===== config.mk =====
export PLATFORM = sky130hd
export DESIGN_NAME = clock_div_controller
export DESIGN_NICKNAME = d
export VERILOG_FILES = /design/src/rtl/clock_div_controller.sv
export SDC_FILE = /design/constraint.sdc
export NUM_CORES = 1
export LEC_CHECK = 0
export ABC_AREA = 1
export CORE_MARGIN = 4
export CORE_UTILIZATION = 43
export DETAILED_ROUTE_END_ITERATION = 8
export SYNTH_ARGS = -nofsm -noshare
export SYNTH_HDL_FRONTEND = slang
export SYNTH_SLANG_ARGS = --single-unit

===== constraint.sdc =====
create_clock -name clk -period 3.4 [get_ports clk]
set_input_delay 0.51 -clock clk [delete_from_list [all_inputs] [get_ports clk]]
set_output_delay 0.51 -clock clk [all_outputs]
set_load 0.02 [all_outputs]

===== src/rtl/clock_div_controller.sv =====
// Programmable 50%-duty clock divider with start/stop control.
// A new half-period is held pending and takes effect only at a period
// boundary (the 1->0 edge of clk_out), so no runt or shortened high phase
// is ever produced. Stopping waits for the current high phase to finish.
module clock_div_controller #(
  parameter int WIDTH        = 16,
  parameter int DEFAULT_HALF = 1
) (
  input  logic             clk,
  input  logic             rst_n,
  input  logic             en,
  input  logic             cfg_valid,
  input  logic [WIDTH-1:0] cfg_half,
  output logic             cfg_ready,
  output logic             clk_out,
  output logic             rise_tick,
  output logic             fall_tick,
  output logic             running
);

  typedef enum logic [1:0] {STOP, RUN, DRAIN} state_t;

  localparam logic [WIDTH-1:0] ONE    = WIDTH'(1);
  localparam logic [WIDTH-1:0] DEF_H  = WIDTH'(DEFAULT_HALF);

  state_t           state;
  logic [WIDTH-1:0] count;
  logic [WIDTH-1:0] half_reg;
  logic [WIDTH-1:0] pend_val;
  logic             pend;

  logic toggle;
  logic accept;
  logic apply;

  // A half-period of zero would never terminate a phase; treat it as one.
  function automatic logic [WIDTH-1:0] clamp_half(input logic [WIDTH-1:0] h);
    return (h == '0) ? ONE : h;
  endfunction

  assign toggle    = (state != STOP) && (count == (half_reg - ONE));
  assign cfg_ready = !pend;
  assign accept    = cfg_valid && !pend;
  // Stopped: apply at once. Running: only on the falling edge of clk_out.
  assign apply     = pend && ((state == STOP) || (toggle && clk_out));
  assign running   = (state != STOP);

  // Captured configuration value; only meaningful while pend is set.
  always_ff @(posedge clk) begin
    if (accept) pend_val <= clamp_half(cfg_half);
  end

  // Control FSM, phase counter, divided clock and edge strobes.
  always_ff @(posedge clk or negedge rst_n) begin
    if (!rst_n) begin
      state     <= STOP;
      count     <= '0;
      half_reg  <= DEF_H;
      pend      <= 1'b0;
      clk_out   <= 1'b0;
      rise_tick <= 1'b0;
      fall_tick <= 1'b0;
    end else begin
      rise_tick <= 1'b0;
      fall_tick <= 1'b0;

      if (apply) begin
        half_reg <= pend_val;
        pend     <= 1'b0;
      end else if (accept) begin
        pend     <= 1'b1;
      end

      case (state)
        STOP: begin
          count   <= '0;
          clk_out <= 1'b0;
          if (en) state <= RUN;
        end
        default: begin
          if (!en && !clk_out) begin
            // Low phase may be cut short; nothing visible is truncated.
            state <= STOP;
            count <= '0;
          end else if (toggle) begin
            count     <= '0;
            clk_out   <= !clk_out;
            rise_tick <= !clk_out;
            fall_tick <= clk_out;
            state     <= (clk_out && !en) ? STOP : RUN;
          end else begin
            count <= count + ONE;
            state <= en ? RUN : DRAIN;
          end
        end
      endcase
    end
  end

endmodule

=== Word level (Yosys, flattened, before mapping) ===
Index checks and enable logic that the tools add are counted.

* Bits in registers: 54
* Input port bits: 20
* Output and inout bits: 5
* Logic and storage cells: 49

* Add/sub/neg operators: 2
* Equal/unequal tests: 3
* Multiplexer cells: 20
* Reduce and logical (&&, ||, !) cells: 16

{| class="wikitable"
|+ Operator list
! kind !! number
|-
| $mux 16 || 3
|-
| $add 16x1->16 const B || 1
|-
| $eq 16x16->1 || 1
|-
| $logic_not 16->1 || 1
|-
| $sub 16x1->16 const B || 1
|-
| $mux 1 || 12
|-
| $mux 2 || 5
|-
| $logic_and 1x1->1 || 6
|-
| $reduce_bool 2->1 || 3
|-
| $ne 2x2->1 const B || 2
|-
| $logic_not 1->1 || 3
|-
| $logic_not 2->1 || 1
|-
| $reduce_and 2->1 || 1
|-
| $logic_or 1x1->1 || 1
|}

=== Longest topological paths before layout ===
Gate-level depths: netlist of run 1.

* Depth in word-level cells: 7
* Gate-level depth with buffers: 17
* Mapped depth without buffers: 16

=== Least setup slack after synthesis of run 1 ===
No wires, ideal clock.

* Kind: reg-to-reg
* Start: reg half_reg[0]
* End: reg half_reg[8]
* Arrival: 2.006 ns
* Required time: 3.283 ns
* Path slack: 1.277 ns
* Cell stages (with the launch flop): 18
* Path buffers: 1
* Path through: dfstp_2 > inv_1 > ha_1 > nand2_4 > inv_2 > nand2_1 > nand2_1 > nand3_1 > nand2_1 > nor2_2 > nand2_1 > nor2_2 > nand2_2 > nand2_4 > nand2_4 > buf_6 > nand2_1 > nand2_1

* Longest elaborated chain between the ends: 6

{| class="wikitable"
|+ Ends and longest elaborated chain
! what !! line !! RTL
|-
| start, declared || 28 || <nowiki>logic [WIDTH-1:0] half_reg;</nowiki>
|-
| start signal, assigned || 68 || <nowiki>half_reg <= pend_val;</nowiki>
|-
| $sub 16x1->16 || 41 || <nowiki>assign toggle = (state != STOP) && (count == (half_reg - ONE));</nowiki>
|-
| $eq 16x16->1 || 41 ||
|-
| $logic_and 1x1->1 || 41 ||
|-
| $logic_and 1x1->1 || 45 || <nowiki>assign apply = pend && ((state == STOP) || (toggle && clk_out));</nowiki>
|-
| $logic_or 1x1->1 || 45 ||
|-
| $logic_and 1x1->1 || 45 ||
|}

Every way passes these cells.
A chain may end at the register's enable or synchronous reset.

=== Final worst setup path of run 1 ===
* Start: reg half_reg[0]
* End: reg half_reg[4]

The elaborated chain is that of the path after synthesis.

==> impl_metrics.toml, run 1 <==
[drt]
wire_per_inst_um = 12.1
dr.first_iter.drc_count = 121
first_pass_iters = 4
routed_wl_um = 5990
viasPerCell = 4.82
antenna_left = 0
drcViolationCount = 0
via_count = 2384

[clocking]
root_buffer = "clkbuf_8"
clkSinkCount = 54
cts_tree = "built"
ctsLongestPathBuffers = 2
holdBufCountCts = 0
cts_made_buffers = 5
clk_pin_slew_worst_paths_ns = 0.10
worstSkewPairLatency_ns = 0.31
cts.htree.levels = 2
post_cts_buffers = 0
cts.repair.resized = 0

[global_routing]
grt-ovfl-total = 0
grt_pass1_wl_um = 10300
grt_use_total_pct = 14.9
grt_pass1_vias = 2284
antenna_found_initial = 0
grt_max_degree = 39

[yosys]
yosysSeqAreaShare_pct = 46.8
synthFlopType = "dfrtp_1"
syn_nets = 409
netlist-cell-type-count = 30
synthCells = 387
synth_seq_cells = 54
netlist_area_um2 = 3060
synth-edff-count = 16
syn_area_per_cell_um2 = 7.90
async_flop_share_pct = 70.4
yosys_warnings = 0

[place]
dpl.hpwl_um = 4680
port_buffers = 24
place_congestion = 0.930

[timing]
fin_tns_setup_ns = 0
worstMarginPinSlew_ns = 0.826
hold_slack_ns = 0.288
final-hold-violation-count = 0
setup_viol = 0
rsz0062_at_grt = "no"
slew_violations = 0
fmax_mhz = 409
period_minus_slack_ns = 2.44
fin_crit_sh_pct = 71.8
skew_ns = 0.0107
slew_headroom_pct = 44.9

[floorplan]
dieArea_um2 = 8530
fp.dieW_um = 92.3
core_region_area_um2 = 6870
rows = 30
die_y_um = 92.3
start_util_pct = 44.5
pin_count = 25

[worst_hold_path]
min_path_type = "in -> async"

[power_and_ir_drop]
p_leak_nw = 1.54
p_sw_mw = 0.596
cell_internal_pwr_mw = 1.13
p_seq_share_pct = 46.1
p_sw_share_pct = 34.6
p_clk_share_pct = 25.3
irDropWorstVdd_mv = 0.199
pwr-share-comb_pct = 28.6
powerDensity_nw_per_um2 = 502

[critical_path]
cp_max_fo = 18
path_class = "reg -> reg"
endpoint_kind = "flop"
critPathRequiredTime_ns = 3.60
critPathArrivalTime_ns = 2.64
start_kind = "flop"

[cells_and_area]
antenna_cells = 0
nNetsFinal = 420
synthToLayoutAreaGrowth_pct = 12.4
drive_above_1_share_pct = 7.02

[flow_run]
max_cap_viol_count = 0

[run_status]
status = "finished clean"
## power by group through the flow
stage	clock, mW	sequential, mW	combinational (mW)
6_report	0.436	0.795	0.493
5_1_grt	0.469	0.805	0.569
4_1_cts	0.453	0.794	0.496
3_5_place_dp	0	0.808	0.494
3_3_place_gp	0	0.806	0.484
2_1_floorplan	0	0.788	0.387
## placed cells by master, fill, tap and decap left out
cell,synthesis,routed
nor2_1,61,61
nand2_1,97,97
nor3_1,5,5
nand3_1,39,39
o211ai_2,1,1
inv_1,37,37
nor2_2,5,5
a21oi_1,1,1
o21ai_1,1,1
bufinv_16,0,1
clkdlybuf4s50_1,0,23
nand3b_1,4,4
dfstp_2,1,1
nand2_4,3,3
nor3b_1,2,2
buf_4,2,1
buf_2,1,1
o21ai_0,5,5
clkbuf_1,17,1
clkbuf_8,0,5
clkinvlp_4,0,1
ha_1,2,2
a21o_1,1,1
xor2_1,19,19
nand4_1,6,6
edfxtp_1,16,16
inv_2,2,2
xnor2_1,9,9
nor2_4,4,4
nand2_2,3,3
a41o_1,1,1
nor4_1,4,4
dfrtp_1,37,37
## kinds of logic (layout without fill, tap and decap cells)
group	count (synthesis)	count (layout)	share of synthesized area, %
simple gates	233	233	34.3
buf+inv	60	72	7.89
flops	54	54	46.8
xor+xnor	28	28	8.02
compound gates	10	10	2.13
fa+ha+maj	2	2	0.818
## metal layers
layer | vias to the layer above | global-route usage, % | routed length (um)
li1 | 1233 | - | -
met1 | 1096 | 19.3 | 2900
met2 | 45 | 24.5 | 2770
met3 | 10 | 3.49 | 249
met4 | 0 | 5.07 | 72
met5 | - | 0 | 0
## final cells by class
class	instances	area, um2
inverter	39	146
sequential	54	1430
clock buffer	6	72.6
timing repair buffer	25	243
clock inverter	2	37.5
tap	96	120
multi-input combinational	273	1390
fill	684	3430
## synthesized netlist by cell type, types with 3 or more instances
master	count	area, um2
nand2_4	3	33.8
nand3_1	39	195
edfxtp_1	16	480
clkbuf_1	17	63.8
nand3b_1	4	30.0
o21ai_0	5	25.0
dfrtp_1	37	926
inv_1	37	139
nor3_1	5	25.0
nand2_1	97	364
nor2_4	4	45.0
nor2_1	61	229
nand2_2	3	18.8
nor4_1	4	25.0
xor2_1	19	166
xnor2_1	9	78.8
nor2_2	5	31.3
nand4_1	6	37.5
## critical path, cell delays in order, from the launching register on
cell	delay, ns
dfstp_2	0.56
inv_1	0.07
ha_1	0.26
nand2_4	0.14
inv_2	0.05
nand2_1	0.11
nand2_1	0.06
nand3_1	0.11
nand2_1	0.08
nor2_2	0.10
nand2_1	0.07
nor2_2	0.10
nand2_2	0.11
nand2_4	0.18
nand2_4	0.16
nand2_1	0.11
nand2_1	0.06
## worst paths after layout
check	start	to	slack, ns	depth (start not counted)
max in group asynchronous	rst_n	half_reg[14]	2.58	1
max	half_reg[0]	half_reg[4]	0.96	16
max reg2reg	half_reg[0]	half_reg[4]	0.96	16
min in group clk	pend_val[9]	half_reg[9]	0.48	2
min	rst_n	count[14]	0.29	1
min reg2reg	pend_val[9]	half_reg[9]	0.48	2
## stage by stage
step | worst slack [ns] | instance area [um2] | cells | utilization [%] | power, mW
finish | 0.958 | 3440 | 495 | 50.0 | 1.72
global route | 0.688 | 3440 | 495 | 50.0 | 1.84
CTS | 0.928 | 3440 | 495 | 50.0 | 1.74
detailed placement | 0.948 | 3330 | 487 | 48.4 | 1.30
global placement | 0.986 | 3330 | 487 | 48.4 | 1.29
floorplan | 1.28 | 3060 | 387 | - | 1.18
Note: power is estimated with default switching activity, not from simulation.
==> run 2: changes to the inputs <==
clock period = 2.5 ns   (was 3.4 ns; I/O delays follow)
==> run 2 against run 1 <==
Net effect:
- largest power group unchanged
- combinational power increased by 38%
- sequential power increased by 36%
- final cell count increased by 0.61%
- cell area increased by 0.66%
- worst hold slack got worse by 0.13 ns
- highest routed layer unchanged
- global-route usage increased by 0.32 points
- clock power increased by 14%
==> impl_metrics.toml, run 2 (synthesized netlist as in run 1, its figures left out) <==
[run_status]
status = "finished clean"

[timing]
worstMarginPinSlew_ns = 0.827
fin_crit_sh_pct = 89.8
setup_viol = 0
period_minus_slack_ns = 2.24
hold_slack_ns = 0.157
slew_violations = 0
rsz0062_at_grt = "no"
fmax_mhz = 446
slew_headroom_pct = 44.9
fin_tns_setup_ns = 0
skew_ns = 0.00733
final-hold-violation-count = 0

[place]
port_buffers = 24
place_congestion = 0.935
dpl.hpwl_um = 4720

[global_routing]
antenna_found_initial = 0
grt-ovfl-total = 0
grt_use_total_pct = 15.3
grt_pass1_vias = 2238
grt_max_degree = 39
grt_pass1_wl_um = 10400

[clocking]
holdBufCountCts = 0
cts.htree.levels = 2
worstSkewPairLatency_ns = 0.31
post_cts_buffers = 0
cts_tree = "built"
clkSinkCount = 54
root_buffer = "clkbuf_8"
cts_made_buffers = 5
ctsLongestPathBuffers = 2
cts.repair.resized = 0
clk_pin_slew_worst_paths_ns = 0.10

[cells_and_area]
final_common_cell = "nand2_1"
fillCellCount = 678
regArea_um2 = 1430
final_util_pct = 50.4
multi_input_area_um2 = 1400
drive_above_1_share_pct = 8.21
nNetsFinal = 423
final_cell_mix = "nand2_1 (96), nor2_1 (61), nand3_1 (39), inv_1 (37), dfrtp_1 (37)"
antenna_cells = 0
synthToLayoutAreaGrowth_pct = 13.1

[floorplan]
start_util_pct = 44.5
dieArea_um2 = 8530
die_y_um = 92.3
rows = 30
fp.dieW_um = 92.3
core_region_area_um2 = 6870
pin_count = 25

[critical_path]
cp_max_fo = 17
r2r_start = "half_reg[0]"
reg2reg_to = "half_reg[1]"
cp_slowest_cell = "dfstp_2"
crit_path_max_incr_delay_ns = 0.57
endpoint_kind = "flop"
reg2reg_slack_ns = 0.26
start_kind = "flop"
cp_common_cell = "nand2_1"
critPathArrivalTime_ns = 2.49
crit_chain = "inv_1, ha_2, nand2_4, inv_2, nand2_1, nand2_1, nand3_1, nand2_1, nor2_2, nand2_1, nor2_2, nand2_2, nand2_4, buf_8, nand3_1, nand2_1"
critPathRequiredTime_ns = 2.75
path_class = "reg -> reg"
rr_worst_depth = 16

[drt]
antenna_left = 0
dr.first_iter.drc_count = 71
viasPerCell = 4.66
drcViolationCount = 0
first_pass_iters = 4
routed_wl_um = 5910
via_count = 2323
wire_per_inst_um = 11.9

[power_and_ir_drop]
powerDensity_nw_per_um2 = 651
irDropWorstVdd_mv = 0.271
p_leak_nw = 1.55

[worst_hold_path]
min_path_type = "in -> async"

[flow_run]
max_cap_viol_count = 0
-- run 2: critical path: cells and delay by family (launching register included) --
family	cells	cell delay (ns)
flip-flops	1	0.57
AND/OR/NAND/NOR	12	1.13
adder cells (fa/ha/maj)	1	0.22
buffers and inverters	3	0.27
-- run 2: report_power, final --
group	switching [mW]	internal, mW	leakage, nW	total (mW)
registers	0.0878	0.990	0.646	1.08
logic	0.422	0.256	0.864	0.679
clock network	0.299	0.198	0.0422	0.497
-- run 2: layout make-up --
| class | instances | area share (%) |
|---|---|---|
| inverters | 39 | 4.23 |
| repair buffers | 28 | 7.88 |
| multi-input cells | 273 | 40.4 |
| flip-flops and latches | 54 | 41.4 |
| clock inverters | 3 | 0.579 |
| well taps | 96 | 3.47 |
| clock buffers | 5 | 1.99 |
-- run 2: routing by layer --
| metal | track usage, % | wire length [um] |
|---|---|---|
| met1 | 20.3 | 2880 |
| met2 | 25.6 | 2690 |
| met3 | 3.17 | 290 |
| met4 | 3.34 | 51 |
| met5 | 0 | 0 |
-- run 2: stage by stage --
stage / instance area [um2] / std cells / power [mW] / setup slack [ns]
5_1_grt: 3460 / 498 / 2.43 / 0.00340
6_report: 3460 / 498 / 2.25 / 0.256
2_1_floorplan: 3060 / 387 / 1.60 / 0.377
4_1_cts: 3440 / 498 / 2.27 / 0.138
3_5_place_dp: 3350 / 490 / 1.77 / 0.157
3_3_place_gp: 3350 / 490 / 1.76 / 0.206
-- run 2: worst max-delay path by stage --
stage                   end  depth (start not counted)         from
3_5_place_dp    half_reg[2]                         16  half_reg[0]
2_1_floorplan   half_reg[8]                         17  half_reg[0]
3_3_place_gp    half_reg[1]                         16  half_reg[0]
5_1_grt        half_reg[12]                         16  half_reg[0]
4_1_cts         half_reg[2]                         16  half_reg[0]
6_report        half_reg[1]                         16  half_reg[0]
==> run 3: changes to the inputs <==
HOLD_SLACK_MARGIN = 0.06   (was default)
==> results of run 3 <==
No change in the layout: final DEF, timing and power equal those of run 2.
==> patch 1: new RTL, flow settings as in run 2 <==
The parameter `WIDTH` goes from 16 to 18.
--- a/src/rtl/clock_div_controller.sv
+++ b/src/rtl/clock_div_controller.sv
@@ -3,7 +3,7 @@
 // boundary (the 1->0 edge of clk_out), so no runt or shortened high phase
 // is ever produced. Stopping waits for the current high phase to finish.
 module clock_div_controller #(
-  parameter int WIDTH        = 16,
+  parameter int WIDTH        = 18,
   parameter int DEFAULT_HALF = 1
 ) (
   input  logic             clk,
Interface: changed (resized cfg_half); port bits go from 25 to 27. The function was not compared with the original's and may differ.
==> patch 1 against run 2 <==
- largest cell class unchanged
- die area rose by 11%
- clock power is 96% higher
- setup slack hardly changed
- design area increased by 14%
- non-clock buffer count grew 1
- clock skew rose by 0.0012 ns
- wire length grew 5.8%
- area after synthesis rose by 13%
- total power rose by 24%
- sequential cell count increased by 6
- combinational power is 6.8% lower
- core utilization increased by 0.26 points
- fmax about the same
==> patch 1: results (changes against run 2) <==
- The run finished with clean final reports.
- The maximum clock frequency is 0.446 GHz (about the same).
- The sequential cell area fraction in the yosys report is 46.2% (-0.59 points).
- The commonest cells after synthesis are nand2_1 (118), nor2_1 (58), inv_1 (50).
- The largest net degree at the start of global routing came to 43 (+10%).
- The placer's final routability congestion estimate was 0.847 (-9.4%).
- The number of DRC markers in iteration 0 was 101 (+42%).
- The Yosys warning count is 0 (unchanged).
- The maximum number of buffers from clock root to sink is 2 (unchanged).
- After synthesis, the cell types taking the most area are dfrtp_1 (30%), edfxtp_1 (16%), nand2_1 (13%).
- The largest clock skew in the final design came to 0.00857 ns (+0.00124 ns).
- The leakage power summed over all cells is 1.84 nW (+19%).
- The delay of the slowest cell on the worst path is 0.55 ns (-0.02 ns).
- The total nets after synthesis came to 450 (+10%).
- The count of buffers added by post-CTS timing repair for setup came to 0 (unchanged).
- The count of distinct cell types in the synthesized netlist is 35 (+17%).
- The via count of the first global-routing pass was 2424 (+8.3%).
- The deepest level of the CTS H-tree is 3 (+1).
- The average wire length per cell after detail routing came to 11.4 um (-4.1%).
- The combined global-route utilization of all metal layers is 14.3% (-0.93 points).
- The arrival time at the worst endpoint is 2.52 ns (+0.03 ns).
- The initial antenna violation count is 0 (unchanged).
- The number of inserted diodes is 0 (unchanged).
- The transition time at the pin with the least slew margin is 0.928 ns (+0.101 ns).
- The number of cells in the design after placement is 533 (+8.8%).
- The root buffer cell chosen for the clock tree is clkbuf_8.
- The number of buffers added on ports was 26 (+8.3%).
- The design internal power is 1.93 mW (+34%).
- The fraction of layout cells with a size suffix above 1 was 11.0% (+2.8 points).
- The net count reported at finish was 466 (+10%).
- The total cell area at the placement stage is 3700 um^2 (+10%).
- The share of the synthesized netlist area taken by xor and xnor gates came to 7.08% (-0.93 points).
- The synthesized area per cell is 8.09 um^2 (+2.3%).
- The pre-CTS setup slack was 0.179 ns (+0.0225 ns).
- In this run the worst hold path is classified as primary input to async pin.
- The share of synthesized registers carrying an async set or reset was 70.0% (-0.37 points).
- The average vias per placed instance is 4.62 (-0.86%).
- The overall routed net length is 6250 um (+5.8%).
- The number of flops mapped to enable cells by yosys is 18 (+2).
- The CTS clock-pin slew for the worst setup and hold paths is 0.07 ns (-0.03 ns).
- The wire length of the first global-routing pass is 10900 um (+5.2%).
- The peak supply drop is 0.000435 V (+60%).
- The number of clock buffers inserted by TritonCTS is 9 (+4).
- The post-synthesis share of cell area spent on full adders, half adders and majority gates was 0.726% (-0.092 points).
- The clock latency at the later pin of the worst-skew pair is 0.34 ns (+0.03 ns).
- The total grt overflow came to 0 (unchanged).
- The critical-path maximum fanout is 19 (+2).
- The estimated wirelength of the detail-placed design is 4670 um (-0.93%).
- The number of filler instances in the final layout is 768 (+13%).
- The compound-gate portion of the synthesized area is 1.38% (-0.75 points).
- The worst slack on hold paths came to 0.179 ns (+0.0216 ns).
- The number of iterations in the first detailed-routing pass is 4 (unchanged).
## patch 1: cell types whose count changed in the layout (fill, tap and decap cells not counted), sizes merged, moves of 3 or more
cell,before,now
nor3,5,2
clkbuf,5,12
inv,40,51
nand2,103,124
dfrtp,37,41
## patch 1: timing repair
item	4_1_cts	5_1_grt
resized for setup	0	3
setup endpoints to repair	0	19
endpoints found under the hold margin	0	0
## patch 1: worst max-delay path, delay by kind of cell, from the launching register on
kind	cells	cell delay [ns]
buffers and inverters	2	0.26
AND/OR/NAND/NOR	9	0.90
flip-flops	1	0.55
adder cells (fa/ha/maj)	1	0.26
XOR/XNOR	1	0.20
## patch 1: path summary, 6_finish.rpt
path | start | end | depth (start not counted)
min reg2reg | pend_val[8] | half_reg[8] | 2
max in group asynchronous | rst_n | half_reg[15] | 1
max | half_reg[0] | half_reg[6] | 13
min | rst_n | count[1] | 1
max reg2reg | half_reg[0] | half_reg[6] | 13
min in group clk | pend_val[8] | half_reg[8] | 2
## patch 1: power by group through the flow
stage,Sequential (mW),Combinational [mW],Clock [mW]
global route,1.22,0.741,1.03
CTS,1.20,0.638,0.999
floorplan,1.19,0.515,0
global placement,1.22,0.630,0
detailed placement,1.22,0.633,0
finish,1.20,0.633,0.972
## patch 1: routing by layer
layer  vias to the layer above  GRT usage (%)  share of wire [%]
li1                       1352              -                  -
met1                      1131           18.6                 48
met2                        47           22.7                 45
met3                         9           3.73                5.0
met4                         0           5.86                2.0
met5                         -              0                  0
## patch 1: cell type report
cell class,count,area (um^2),share of cell area [%]
Clock buffer,12,145,3.69
Clock inverter,4,72.6,1.85
Inverter,51,191,4.87
Multi-Input combinational cell,291,1520,38.6
Sequential cell,60,1590,40.5
Tap cell,102,128,3.25
Timing Repair Buffer,29,285,7.25
==> patch 2: new RTL, config.mk and constraints of run 2 <==
Made on the original files. Make the reset (`rst_n`) synchronous in one clocked block.
--- a/src/rtl/clock_div_controller.sv
+++ b/src/rtl/clock_div_controller.sv
@@ -51,7 +51,7 @@
   end
 
   // Control FSM, phase counter, divided clock and edge strobes.
-  always_ff @(posedge clk or negedge rst_n) begin
+  always_ff @(posedge clk) begin
     if (!rst_n) begin
       state     <= STOP;
       count     <= '0;
Check against the original RTL: differs if rst_n is asserted again (counterexample within 4 cycles, from zero or initial values and one cycle with rst_n low); with rst_n held inactive, the same outputs for 10 cycles.
==> patch 2 against run 2 <==
- non-clock buffer count down 1
- design area down 8.1%
- area after synthesis down 7.6%
- setup slack better by 0.044 ns
- sequential cell count unchanged
- wire length down 8.6%
- core utilization down 0.31 points
Power is not compared: it rests on default switching activity, and its combinational part moved more than twofold at a synthesized area within 25%.
==> patch 2: results (changes against run 2) <==
- The count of distinct cell types in the synthesized netlist is 36 (+20%).
- The total cell area at the placement stage is 3060 um^2 (-8.8%).
- The met2 demand-to-capacity share in global routing came to 24.8% (-0.79 points).
- The post-synthesis share of cell area spent on full adders, half adders and majority gates is 0.885% (+0.067 points).
- The run finished with clean final reports.
- The start point of the critical path is half_reg[0].
- The average vias per placed instance is 4.84 (+3.8%).
- The share of the synthesized netlist area taken by xor and xnor gates was 6.20% (-1.8 points).
- The number of DRC markers in iteration 0 came to 85 (+20%).
- The largest clock skew in the final design is 0.00651 ns (-0.000821 ns).
- The via count of the first global-routing pass is 2026 (-9.5%).
- The total met3 wirelength after detailed routing is 155 um (-47%).
- The amount of wire on met2 after detailed routing is 2540 um (-5.3%).
- The estimated wirelength of the detail-placed design is 3900 um (-17%).
- The placer's final routability congestion estimate came to 0.841 (-10%).
- The met1 routing resource usage after global routing is 17.9% (-2.4 points).
- The fraction of layout cells with a size suffix above 1 came to 7.47% (-0.73 points).
- The pre-CTS setup slack came to 0.189 ns (+0.0316 ns).
- The delay of the slowest cell on the worst path came to 0.34 ns (-0.23 ns).
- The largest net degree at the start of global routing is 36 (-7.7%).
- The average wire length per cell after detail routing is 11.6 um (-2.1%).
- The worst min-delay path category is register to register.
- The met3 track demand over resource is 3.04% (-0.13 points).
- The total nets after synthesis is 402 (-1.7%).
- The sequential cell area fraction in the yosys report was 43.9% (-2.9 points).
- The primary flip-flop cell chosen by synthesis mapping is dfxtp_1.
- The combined global-route utilization of all metal layers was 14.3% (-0.90 points).
==> patch 2: changes by cell type after synthesis, sizes merged, moves of 3 or more <==
cell,before,now
dfxtp,0,38
dfrtp,37,0
nand2,103,85
a21oi,1,18
nand3,39,30
xor2,19,13
nand4,6,2
buf,4,7
clkbuf,17,20
nand3b,4,7
==> patch 2: kinds of logic after synthesis <==
| kind of cell | Yosys count |
|---|---|
| AO/OA/AOI/OAI | 27 |
| flip-flops | 54 |
| buffers and inverters | 68 |
| XOR/XNOR | 20 |
| AND/OR/NAND/NOR | 209 |
| adder cells (fa/ha/maj) | 2 |
==> patch 2: worst max-delay path by stage <==
stage / to / cells after the start / slack, ns
2_1_floorplan: half_reg[0] / 16 / 0.53
3_3_place_gp: half_reg[6] / 15 / 0.22
3_5_place_dp: half_reg[5] / 15 / 0.19
4_1_cts: half_reg[5] / 15 / 0.16
5_1_grt: half_reg[5] / 15 / 0.02
6_report: half_reg[6] / 15 / 0.30
==> patch 2: area by class of cell <==
cell class                      count  area (um^2)  area share, %
Multi-Input combinational cell    259         1340           42.2
Clock buffer                        5         68.8           2.17
Tap cell                           77         96.3           3.03
Inverter                           41          154           4.84
Sequential cell                    54         1240           39.1
Timing Repair Buffer               27          263           8.27
Clock inverter                      2         15.0          0.472
==> patch 2: where the power goes <==
part	leakage, nW	switching, mW	internal (mW)
logic	0.823	0.194	0.133
registers	0.463	0.0347	0.945
clock network	0.0362	0.299	0.192
==> patch 2: metrics by stage <==
stage	hold WS [ns]	total power [mW]	cells
2_1_floorplan	0.441	1.24	380
3_3_place_gp	0.465	1.32	457
3_5_place_dp	0.474	1.32	457
4_1_cts	0.499	1.81	464
5_1_grt	0.514	1.89	465
6_report	0.489	1.80	465
